--- config.mk ---
export PLATFORM = sky130hd
export DESIGN_NAME = gdp_useq
export DESIGN_NICKNAME = d
export VERILOG_FILES = /design/src/rtl/gdp_pkg.sv /design/src/rtl/gdp_ucode_store.sv /design/src/rtl/gdp_useq.sv
export SDC_FILE = /design/constraint.sdc
export NUM_CORES = 1
export LEC_CHECK = 0
export ABC_AREA = 1
export CAP_MARGIN = 20
export CORE_ASPECT_RATIO = 0.8
export CORE_UTILIZATION = 35
export CTS_CLUSTER_SIZE = 16
export DETAILED_ROUTE_END_ITERATION = 8
export SYNTH_ARGS = -nofsm -noshare
export SYNTH_HDL_FRONTEND = slang
export SYNTH_HIERARCHICAL = 1
export SYNTH_SLANG_ARGS = --single-unit
--- constraint.sdc ---
create_clock -name clock -period 2.9 [get_ports clock]
set_input_delay 0.435 -clock clock [delete_from_list [all_inputs] [get_ports clock]]
set_output_delay 0.435 -clock clock [all_outputs]
set_load 0.005 [all_outputs]
--- src/rtl/gdp_pkg.sv ---
// Shared constants for the gdp microprogrammed sequencer: code points, field
// positions, FSM encoding and the default (summation) microprogram.
package gdp_pkg;

  localparam int UINST_W = 22;

  localparam logic [1:0] SEQ_NEXT = 2'b00;
  localparam logic [1:0] SEQ_JUMP = 2'b01;
  localparam logic [1:0] SEQ_BRZ  = 2'b10;
  localparam logic [1:0] SEQ_HALT = 2'b11;

  localparam logic [2:0] ALU_PASSA = 3'b000;
  localparam logic [2:0] ALU_AND   = 3'b001;
  localparam logic [2:0] ALU_OR    = 3'b010;
  localparam logic [2:0] ALU_NOT   = 3'b011;
  localparam logic [2:0] ALU_ADD   = 3'b100;
  localparam logic [2:0] ALU_SUB   = 3'b101;
  localparam logic [2:0] ALU_INC   = 3'b110;
  localparam logic [2:0] ALU_DEC   = 3'b111;

  localparam logic [1:0] SH_PASS = 2'b00;
  localparam logic [1:0] SH_SHL  = 2'b01;
  localparam logic [1:0] SH_SHR  = 2'b10;
  localparam logic [1:0] SH_ROTR = 2'b11;

  localparam int F_SEQ_HI = 21;
  localparam int F_SEQ_LO = 20;
  localparam int F_TGT_HI = 19;
  localparam int F_TGT_LO = 16;
  localparam int F_IE     = 15;
  localparam int F_WE     = 14;
  localparam int F_WA_HI  = 13;
  localparam int F_WA_LO  = 12;
  localparam int F_RAE    = 11;
  localparam int F_RAA_HI = 10;
  localparam int F_RAA_LO = 9;
  localparam int F_RBE    = 8;
  localparam int F_RBA_HI = 7;
  localparam int F_RBA_LO = 6;
  localparam int F_ALU_HI = 5;
  localparam int F_ALU_LO = 3;
  localparam int F_SH_HI  = 2;
  localparam int F_SH_LO  = 1;
  localparam int F_OE     = 0;

  localparam logic [1:0] ST_IDLE = 2'd0;
  localparam logic [1:0] ST_RUN  = 2'd1;
  localparam logic [1:0] ST_DONE = 2'd2;

  // Field order: seq, target, ie, we, wa, rae, raa, rbe, rba, alu, sh, oe.
  localparam logic [UINST_W-1:0] DEFAULT_PROG [16] = '{
    {SEQ_NEXT, 4'd0, 1'b1, 1'b1, 2'd0, 1'b0, 2'd0, 1'b0, 2'd0, ALU_PASSA, SH_PASS, 1'b0},
    {SEQ_NEXT, 4'd0, 1'b0, 1'b1, 2'd1, 1'b1, 2'd1, 1'b1, 2'd1, ALU_SUB,   SH_PASS, 1'b0},
    {SEQ_BRZ,  4'd6, 1'b0, 1'b0, 2'd0, 1'b1, 2'd0, 1'b0, 2'd0, ALU_PASSA, SH_PASS, 1'b0},
    {SEQ_NEXT, 4'd0, 1'b0, 1'b1, 2'd1, 1'b1, 2'd1, 1'b1, 2'd0, ALU_ADD,   SH_PASS, 1'b0},
    {SEQ_NEXT, 4'd0, 1'b0, 1'b1, 2'd0, 1'b1, 2'd0, 1'b0, 2'd0, ALU_DEC,   SH_PASS, 1'b0},
    {SEQ_JUMP, 4'd2, 1'b0, 1'b0, 2'd0, 1'b0, 2'd0, 1'b0, 2'd0, ALU_PASSA, SH_PASS, 1'b0},
    {SEQ_HALT, 4'd0, 1'b0, 1'b0, 2'd0, 1'b1, 2'd1, 1'b0, 2'd0, ALU_PASSA, SH_PASS, 1'b1},
    22'd0, 22'd0, 22'd0, 22'd0, 22'd0, 22'd0, 22'd0, 22'd0, 22'd0
  };

  // Words beyond the 16-entry default image read as all-zero (seq=next).
  function automatic logic [UINST_W-1:0] default_uinst(input int idx);
    logic [3:0] a;
    a = idx[3:0];
    default_uinst = '0;
    if (idx >= 0 && idx < 16) default_uinst = DEFAULT_PROG[a];
  endfunction

endpackage

--- src/rtl/gdp_ucode_store.sv ---
// Control store with combinational read. Constant ROM by default; with
// GDP_USEQ_UCODE_LOAD_EN it becomes a RAM reloaded with the default image on reset.
module gdp_ucode_store
  import gdp_pkg::*;
#(
  parameter int UPC_W = 4
) (
`ifdef GDP_USEQ_UCODE_LOAD_EN
  input  logic               clock,
  input  logic               restart_n,
  input  logic               wr_en,
  input  logic [UPC_W-1:0]   wr_addr,
  input  logic [UINST_W-1:0] wr_data,
`endif
  input  logic [UPC_W-1:0]   rd_addr,
  output logic [UINST_W-1:0] rd_data
);

  localparam int DEPTH = 1 << UPC_W;

`ifdef GDP_USEQ_UCODE_LOAD_EN
  logic [UINST_W-1:0] r_mem [DEPTH];

  always_ff @(posedge clock) begin
    if (!restart_n) begin
      for (int i = 0; i < DEPTH; i++) r_mem[i] <= default_uinst(i);
    end else if (wr_en) begin
      r_mem[wr_addr] <= wr_data;
    end
  end

  assign rd_data = r_mem[rd_addr];
`else
  assign rd_data = default_uinst(int'(rd_addr));
`endif

endmodule

--- src/rtl/gdp_useq.sv ---
// Microprogrammed sequencer for the GDP datapath: IDLE/RUN/DONE FSM, upc and
// saturating run-cycle counter. GDP_USEQ_UCODE_LOAD_EN adds control-store write ports.
module gdp_useq
  import gdp_pkg::*;
#(
  parameter int UPC_W = 4,
  parameter int CYC_W = 10
) (
  input  logic               clock,
  input  logic               restart_n,
  input  logic               start,
  input  logic               abort,
  input  logic               n_is_0,
`ifdef GDP_USEQ_UCODE_LOAD_EN
  input  logic               ucode_we,
  input  logic [UPC_W-1:0]   ucode_addr,
  input  logic [UINST_W-1:0] ucode_data,
`endif
  output logic               ie,
  output logic               we,
  output logic               rae,
  output logic               rbe,
  output logic               oe,
  output logic [1:0]         wa,
  output logic [1:0]         raa,
  output logic [1:0]         rba,
  output logic [2:0]         alu,
  output logic [1:0]         sh,
  output logic               busy,
  output logic               done,
  output logic [CYC_W-1:0]   cycles,
  output logic [1:0]         dbg_state,
  output logic [UPC_W-1:0]   dbg_upc
);

  logic [1:0]         r_state;
  logic [UPC_W-1:0]   r_upc;
  logic [CYC_W-1:0]   r_cycles;
  logic [UINST_W-1:0] w_uinst;
  logic [1:0]         w_seq;
  logic [UPC_W-1:0]   w_target;
  logic [UPC_W-1:0]   w_upc_inc;

  gdp_ucode_store #(.UPC_W(UPC_W)) u_store (
`ifdef GDP_USEQ_UCODE_LOAD_EN
    .clock     (clock),
    .restart_n (restart_n),
    .wr_en     (ucode_we && (r_state == ST_IDLE)),
    .wr_addr   (ucode_addr),
    .wr_data   (ucode_data),
`endif
    .rd_addr   (r_upc),
    .rd_data   (w_uinst)
  );

  assign w_seq     = w_uinst[F_SEQ_HI:F_SEQ_LO];
  assign w_target  = UPC_W'(w_uinst[F_TGT_HI:F_TGT_LO]);
  assign w_upc_inc = r_upc + UPC_W'(1);

  // Handshake: start is a level request; busy covers the RUN phase, done rises
  // after halt and stays high until start is dropped, then the FSM returns to IDLE.
  always_ff @(posedge clock) begin
    if (!restart_n) begin
      r_state  <= ST_IDLE;
      r_upc    <= '0;
      r_cycles <= '0;
    end else begin
      case (r_state)
        ST_IDLE: begin
          if (start && !abort) begin
            r_state  <= ST_RUN;
            r_upc    <= '0;
            r_cycles <= '0;
          end
        end
        ST_RUN: begin
          if (abort) begin
            r_state <= ST_IDLE;
          end else begin
            if (r_cycles != '1) r_cycles <= r_cycles + CYC_W'(1);
            case (w_seq)
              SEQ_NEXT: r_upc <= w_upc_inc;
              SEQ_JUMP: r_upc <= w_target;
              SEQ_BRZ:  r_upc <= n_is_0 ? w_target : w_upc_inc;
              default:  r_state <= ST_DONE;
            endcase
          end
        end
        ST_DONE: begin
          if (abort || !start) r_state <= ST_IDLE;
        end
        default: r_state <= ST_IDLE;
      endcase
    end
  end

  // DONE keeps the read path and oe alive so the result stays visible; only we is masked.
  always_comb begin
    ie  = 1'b0;
    we  = 1'b0;
    wa  = '0;
    rae = 1'b0;
    raa = '0;
    rbe = 1'b0;
    rba = '0;
    alu = '0;
    sh  = '0;
    oe  = 1'b0;
    if (r_state == ST_RUN || r_state == ST_DONE) begin
      ie  = w_uinst[F_IE];
      we  = (r_state == ST_RUN) && w_uinst[F_WE];
      wa  = w_uinst[F_WA_HI:F_WA_LO];
      rae = w_uinst[F_RAE];
      raa = w_uinst[F_RAA_HI:F_RAA_LO];
      rbe = w_uinst[F_RBE];
      rba = w_uinst[F_RBA_HI:F_RBA_LO];
      alu = w_uinst[F_ALU_HI:F_ALU_LO];
      sh  = w_uinst[F_SH_HI:F_SH_LO];
      oe  = w_uinst[F_OE];
    end
  end

  assign busy      = (r_state == ST_RUN);
  assign done      = (r_state == ST_DONE);
  assign cycles    = r_cycles;
  assign dbg_state = r_state;
  assign dbg_upc   = r_upc;

endmodule

# After elaboration in Yosys (flattened, before gate mapping)
# Memories as Yosys holds them, arrays and structs flattened.
# Cells that the tools add are included.
# W data, S select, Z words.
# word_totals
rom_bits	352
ff_bits	16
mem_count	1
wordCells	58
# op_classes
n_mux	26
n_reduce_logical	13
n_addsub	2
bitwise_logic	1
order_cmp	1
eq_ne	11
# mem_list
name	depth	width	rd	rd_ports_with_merged_regs	wr	line_no	rtl
(name not given)	16	22	1	0	0	gdp_pkg.sv:67	if (idx >= 0 && idx < 16) default_uinst = DEFAULT_PROG[a];
# op_table
op	n
$mux W22	2
$mux W10	3
$pmux W10 S2	1
$mux W2	8
$mux W4	3
$pmux W4 S3	1
$add A10 B1 Y10 const B	1
$ne A10 B10 Y1 const B	1
$pmux W4 S2	1
$reduce_and A4 Y1	2
$pmux W2 S3	1
$ge A5 B5 Y1 const B	1
$mux W1	5
$not A4 Y5	1
$add A4 B1 Y4 const B	1
$eq A2 B1 Y1 const B	2
$eq A2 B2 Y1 const B	2
$logic_not A2 Y1	2
$ne A2 B1 Y1 const B	2
$ne A2 B2 Y1 const B	2
$ne A4 B1 Y1 const B	1
$mux W3	1
$ne A3 B3 Y1 const B	1
$reduce_and A3 Y1	1
5 further kinds	8

# Logic depth before layout (Yosys ltp)
# depth
depth_word	9
ltp_mapped	12
depth_no_buf	12

# Modules after synthesis
# Netlist, hierarchy kept.
# by_module_without_submodules
mod	instances	cells_per_inst	seq_area_each_um2	area_per_inst_um2
gdp_useq	1	205	320.3	1321.3
gdp_ucode_store	1	44	0.0	246.5

# Worst setup path after synthesis
# OpenSTA, ideal clock, no wires.
# synth_path
kind	register to register
from	register r_upc[0] (netlist: dbg_upc[0])
to	register r_upc[2] (netlist: dbg_upc[2])
path_stages_with_launch	11
path_slack_ns	0.762
period_less_slack_ns	2.138
setup_ns	0.143
t_arrival_ns	1.995
t_required_ns	2.757
cell_sequence	dfxtp_1 -> inv_1 -> ha_1 -> nand2_1 -> nor2_1 -> inv_1 -> ha_1 -> a21boi_0 -> o22ai_1 -> nand2_1 -> a21oi_1
# synth_via
elab_chain_len	8
word_cells_on_any_way	14
# synth_rtl
item	line_no	rtl
start, declared	gdp_useq.sv:37	logic [UPC_W-1:0] r_upc;
start signal, assigned	gdp_useq.sv:82	SEQ_NEXT: r_upc <= w_upc_inc;
start signal, assigned	gdp_useq.sv:83	SEQ_JUMP: r_upc <= w_target;
start signal, assigned	gdp_useq.sv:84	SEQ_BRZ: r_upc <= n_is_0 ? w_target : w_upc_inc;
$not A4 Y5 (not written as such) (*)	gdp_pkg.sv:67	
$mem_v2 Z16 W22 (*)	--	
$mux W22 (not written as such) (*) (2 in a row)	gdp_pkg.sv:67	
via w_uinst[20]	gdp_useq.sv:39	logic [UINST_W-1:0] w_uinst;
$eq A2 B2 Y1 (tied with other cells)	gdp_useq.sv:81	case (w_seq)
$pmux W4 S3	gdp_useq.sv:81	
$mux W4	gdp_useq.sv:77	if (abort) begin
$pmux W4 S2	gdp_useq.sv:68	case (r_state)
# Mark *: on every way through the listed nets, which the timed path passes. The rest lies on a longest branch. The select of a mux whose other input is x is not followed.
# A chain may end at the register's enable or synchronous reset.

# Worst setup path after layout
# layout_path
from	register r_upc[1] (netlist: dbg_upc[1])
to	register r_upc[2] (netlist: dbg_upc[2])
# Same word-level chain as after synthesis.

==> key figures <==
Drt
  – Routed Antenna Nets: 0
  – DR WL/cell: 10.4 um
  – DR vias: 1481
  – Drt drc: 0
  – Number of DRC markers in iteration 0: 52
  – Detailed-route vias per instance: 4.36
  – Drt total wl: 3.53 mm
  – Pre-Repair DR Iteration Count: 4

Worst hold path
  – Worst Hold Path Cells: 2
  – Tightest Hold Check Type: flip-flop to flip-flop
  – Hold_sp: cycles[8]
  – Hold-critical path endpoint: cycles[8]

CTS
  – Clock tree buffer depth: 2
  – TritonCTS Buffers: 3
  – Post-cts gate resize count: 0
  – Hold Buf Count CTS: 0
  – Skew-Pair Late Insertion Delay: 0.25 ns
  – CTS tree: built
  – H-tree Lvls: 1
  – CTS Sinks: 16
  – Cell at the root of the clock tree: clkbuf_8
  – Post CTS Setup Buffer Count: 0
  – Worst-path clk slew: 0.06 ns

Timing
  – Setup violators final: 0
  – Setup TNS: 0 ns
  – Final period utilization: 82.3%
  – Fin. Hold Viols: 0
  – Worst Skew: 0.00200 ns
  – Final Max Tran Viols: 0
  – Worst slew pin tran: 0.500 ns
  – Worst Slack Setup Final: 0.514 ns
  – Min Tclk post-route: 2.39 ns
  – Achievable clock frequency: 0.419 GHz
  – RSZ-0062 raised after global routing: false
  – Slew Limit Headroom: 66.6%

Power
  – Power, Total: 1.28 mW
  – Worst vdd ir: 0.000320 V
  – Pwr dens: 646 mW/mm^2
  – Leak: 0.921 nW

Setup path
  – WP data arrival: 2.50 ns
  – CP Class: flip-flop to flip-flop
  – CP Max Fanout: 7
  – Crit-path max cell delay: 0.44 ns
  – CP cell instances: inv_1 > ha_1 > nand2_1 > nor2_1 > inv_1 > ha_1 > a21boi_0 > o22ai_1 > nand2_1 > a21oi_1
  – Reg-to-Reg End: dbg_upc[2]
  – R2R depth: 10
  – CP Launch Type: flip-flop
  – CP required: 3.02 ns
  – CP Capture Type: flip-flop
  – R2R setup slack: 0.51 ns
  – Crit-path slowest cell: dfxtp_1
  – R2r startpoint: dbg_upc[1]

Global routing
  – Initial antenna violation count: 0
  – Largest net degree at the start of global routing: 16
  – Number of global-route vias before repair: 1244
  – Global Route Usage Sum: 15.5%
  – First-pass GRT wire length: 5.91 mm
  – Overflow after GRT: 0

Cells and area
  – Final nets: 302
  – Area grow syn2layout: 26.5%
  – Diode count: 0
  – Post-layout instance area: 0.00198 mm^2
  – Layout cells sized above 1: 13.1%
  – Filler cell count: 456

Place
  – Dpl cell area: 0.00193 mm^2
  – Placer congestion estimate: 0.782
  – Pre-CTS setup slack: 0.533 ns
  – HPWL Detailed: 2.76 mm
  – Port Buf Inserts: 33

Yosys
  – Number of flops mapped to enable cells by yosys: 0
  – Leading post-synthesis cells by cell area: dfxtp_1, nand2_1, inv_1
  – Syn_area_per_cell: 6.30 um^2
  – Synth Cell Area: 0.00157 mm^2
  – Post-synth top cells: nand2_1, inv_1, nor2_1
  – Number of synthesis warnings: 6
  – Cells after Synth: 249
  – Yosys top cell by area: dfxtp_1
  – Synth top area share: 20.4%
  – Post-synth cell types: 35
  – Seq/Total Area, Yosys: 20.4%
  – Synth async-reset ratio: 0%
  – Count leader, synth: nand2_1
  – Synth Register Bits: 16
  – Synth Flop Type: dfxtp_1

Die
  – Initial Utilization: 37.1%
  – # rows: 21
  – I/O pins: 39
  – Horiz. Die Dim: 76.8 um
  – Die footprint: 0.00475 mm^2
  – Core ar.: 0.00423 mm^2
  – Die H: 61.9 um

Run status
  – Status: finished, final reports clean

Run
  – Max_cap viols: 0
## registers in the layout, summed over array words and instances, names as in the netlist
name       flops
cycles        10
dbg_upc        4
dbg_state      2
## cell families (layout without fill, tap and decap cells)
family | after synthesis | count (layout) | share of synthesized area (%)
flip-flops | 16 | 16 | 20.4
adder cells (fa/ha/maj) | 13 | 13 | 10.4
other | 1 | 7 | 0.239
AND/OR/NAND/NOR | 120 | 120 | 34.1
XOR/XNOR | 3 | 3 | 1.68
buffers and inverters | 63 | 91 | 17.6
AO/OA/AOI/OAI | 33 | 33 | 15.6
## worst max-delay path, delay by kind of cell, from the launching register on
family	cells	cell delay (ns)
AOI/OAI and AO/OA	3	0.66
adders and majority gates	2	0.59
buffers and inverters	2	0.23
DFF	1	0.44
and+or+nand+nor	3	0.34
## report_power, final
part           switching, mW  internal (mW)
Clock                 0.0790          0.120
Combinational          0.509          0.311
Sequential            0.0182          0.243
Total                  0.606          0.675
## metrics by stage
step                      utilization [%]  cells  hold WS [ns]
after floorplan                         -    255         0.475
after global placement               45.6    336         0.493
after detailed placement             45.6    336         0.496
after CTS                            46.9    340         0.505
after global routing                 46.9    340         0.542
final                                46.9    340         0.507
## metal layers
metal	up-vias	wire [um]	track usage, %
met5	-	0	0
met4	0	12	2.47
met3	2	79	3.07
met2	15	1460	24.1
met1	644	1970	22.5
li1	820	-	-
## cell usage in the layout, fill, tap and decap left out, types with 2 or more instances in the layout
cell / synthesis / layout
nor2_1: 21 / 21
clkdlybuf4s50_1: 0 / 33
o21ai_2: 2 / 2
a21oi_1: 6 / 6
buf_4: 8 / 2
inv_1: 46 / 46
xnor2_1: 2 / 2
o21ai_0: 4 / 4
conb_1: 1 / 7
o21bai_1: 2 / 2
nand2_1: 66 / 66
ha_1: 13 / 13
inv_2: 5 / 5
a21oi_2: 8 / 8
clkbuf_8: 0 / 4
nand3_1: 17 / 17
o22ai_1: 4 / 4
nor2_2: 2 / 2
nand2_2: 8 / 8
dfxtp_1: 16 / 16
## cell type report
cell class	count	area (um^2)	share of cell area, %
clock buffer	4	55.1	2.78
inverter	52	198	9.97
multi-input combinational	176	993	50.1
sequential	16	320	16.2
tap	57	71.3	3.60
timing repair buffer	35	345	17.4
## worst max-delay path by stage
| stage | from | endpoint | slack (ns) |
|---|---|---|---|
| 5_1_grt | dbg_upc[1] | dbg_upc[2] | 0.24 |
| 3_5_place_dp | dbg_upc[1] | dbg_upc[2] | 0.53 |
| 2_1_floorplan | dbg_upc[0] | dbg_upc[2] | 0.76 |
| 4_1_cts | dbg_upc[1] | dbg_upc[2] | 0.52 |
| 3_3_place_gp | dbg_upc[1] | dbg_upc[2] | 0.66 |
| 6_report | dbg_upc[1] | dbg_upc[2] | 0.51 |
Power figures use the tool's default switching activity.
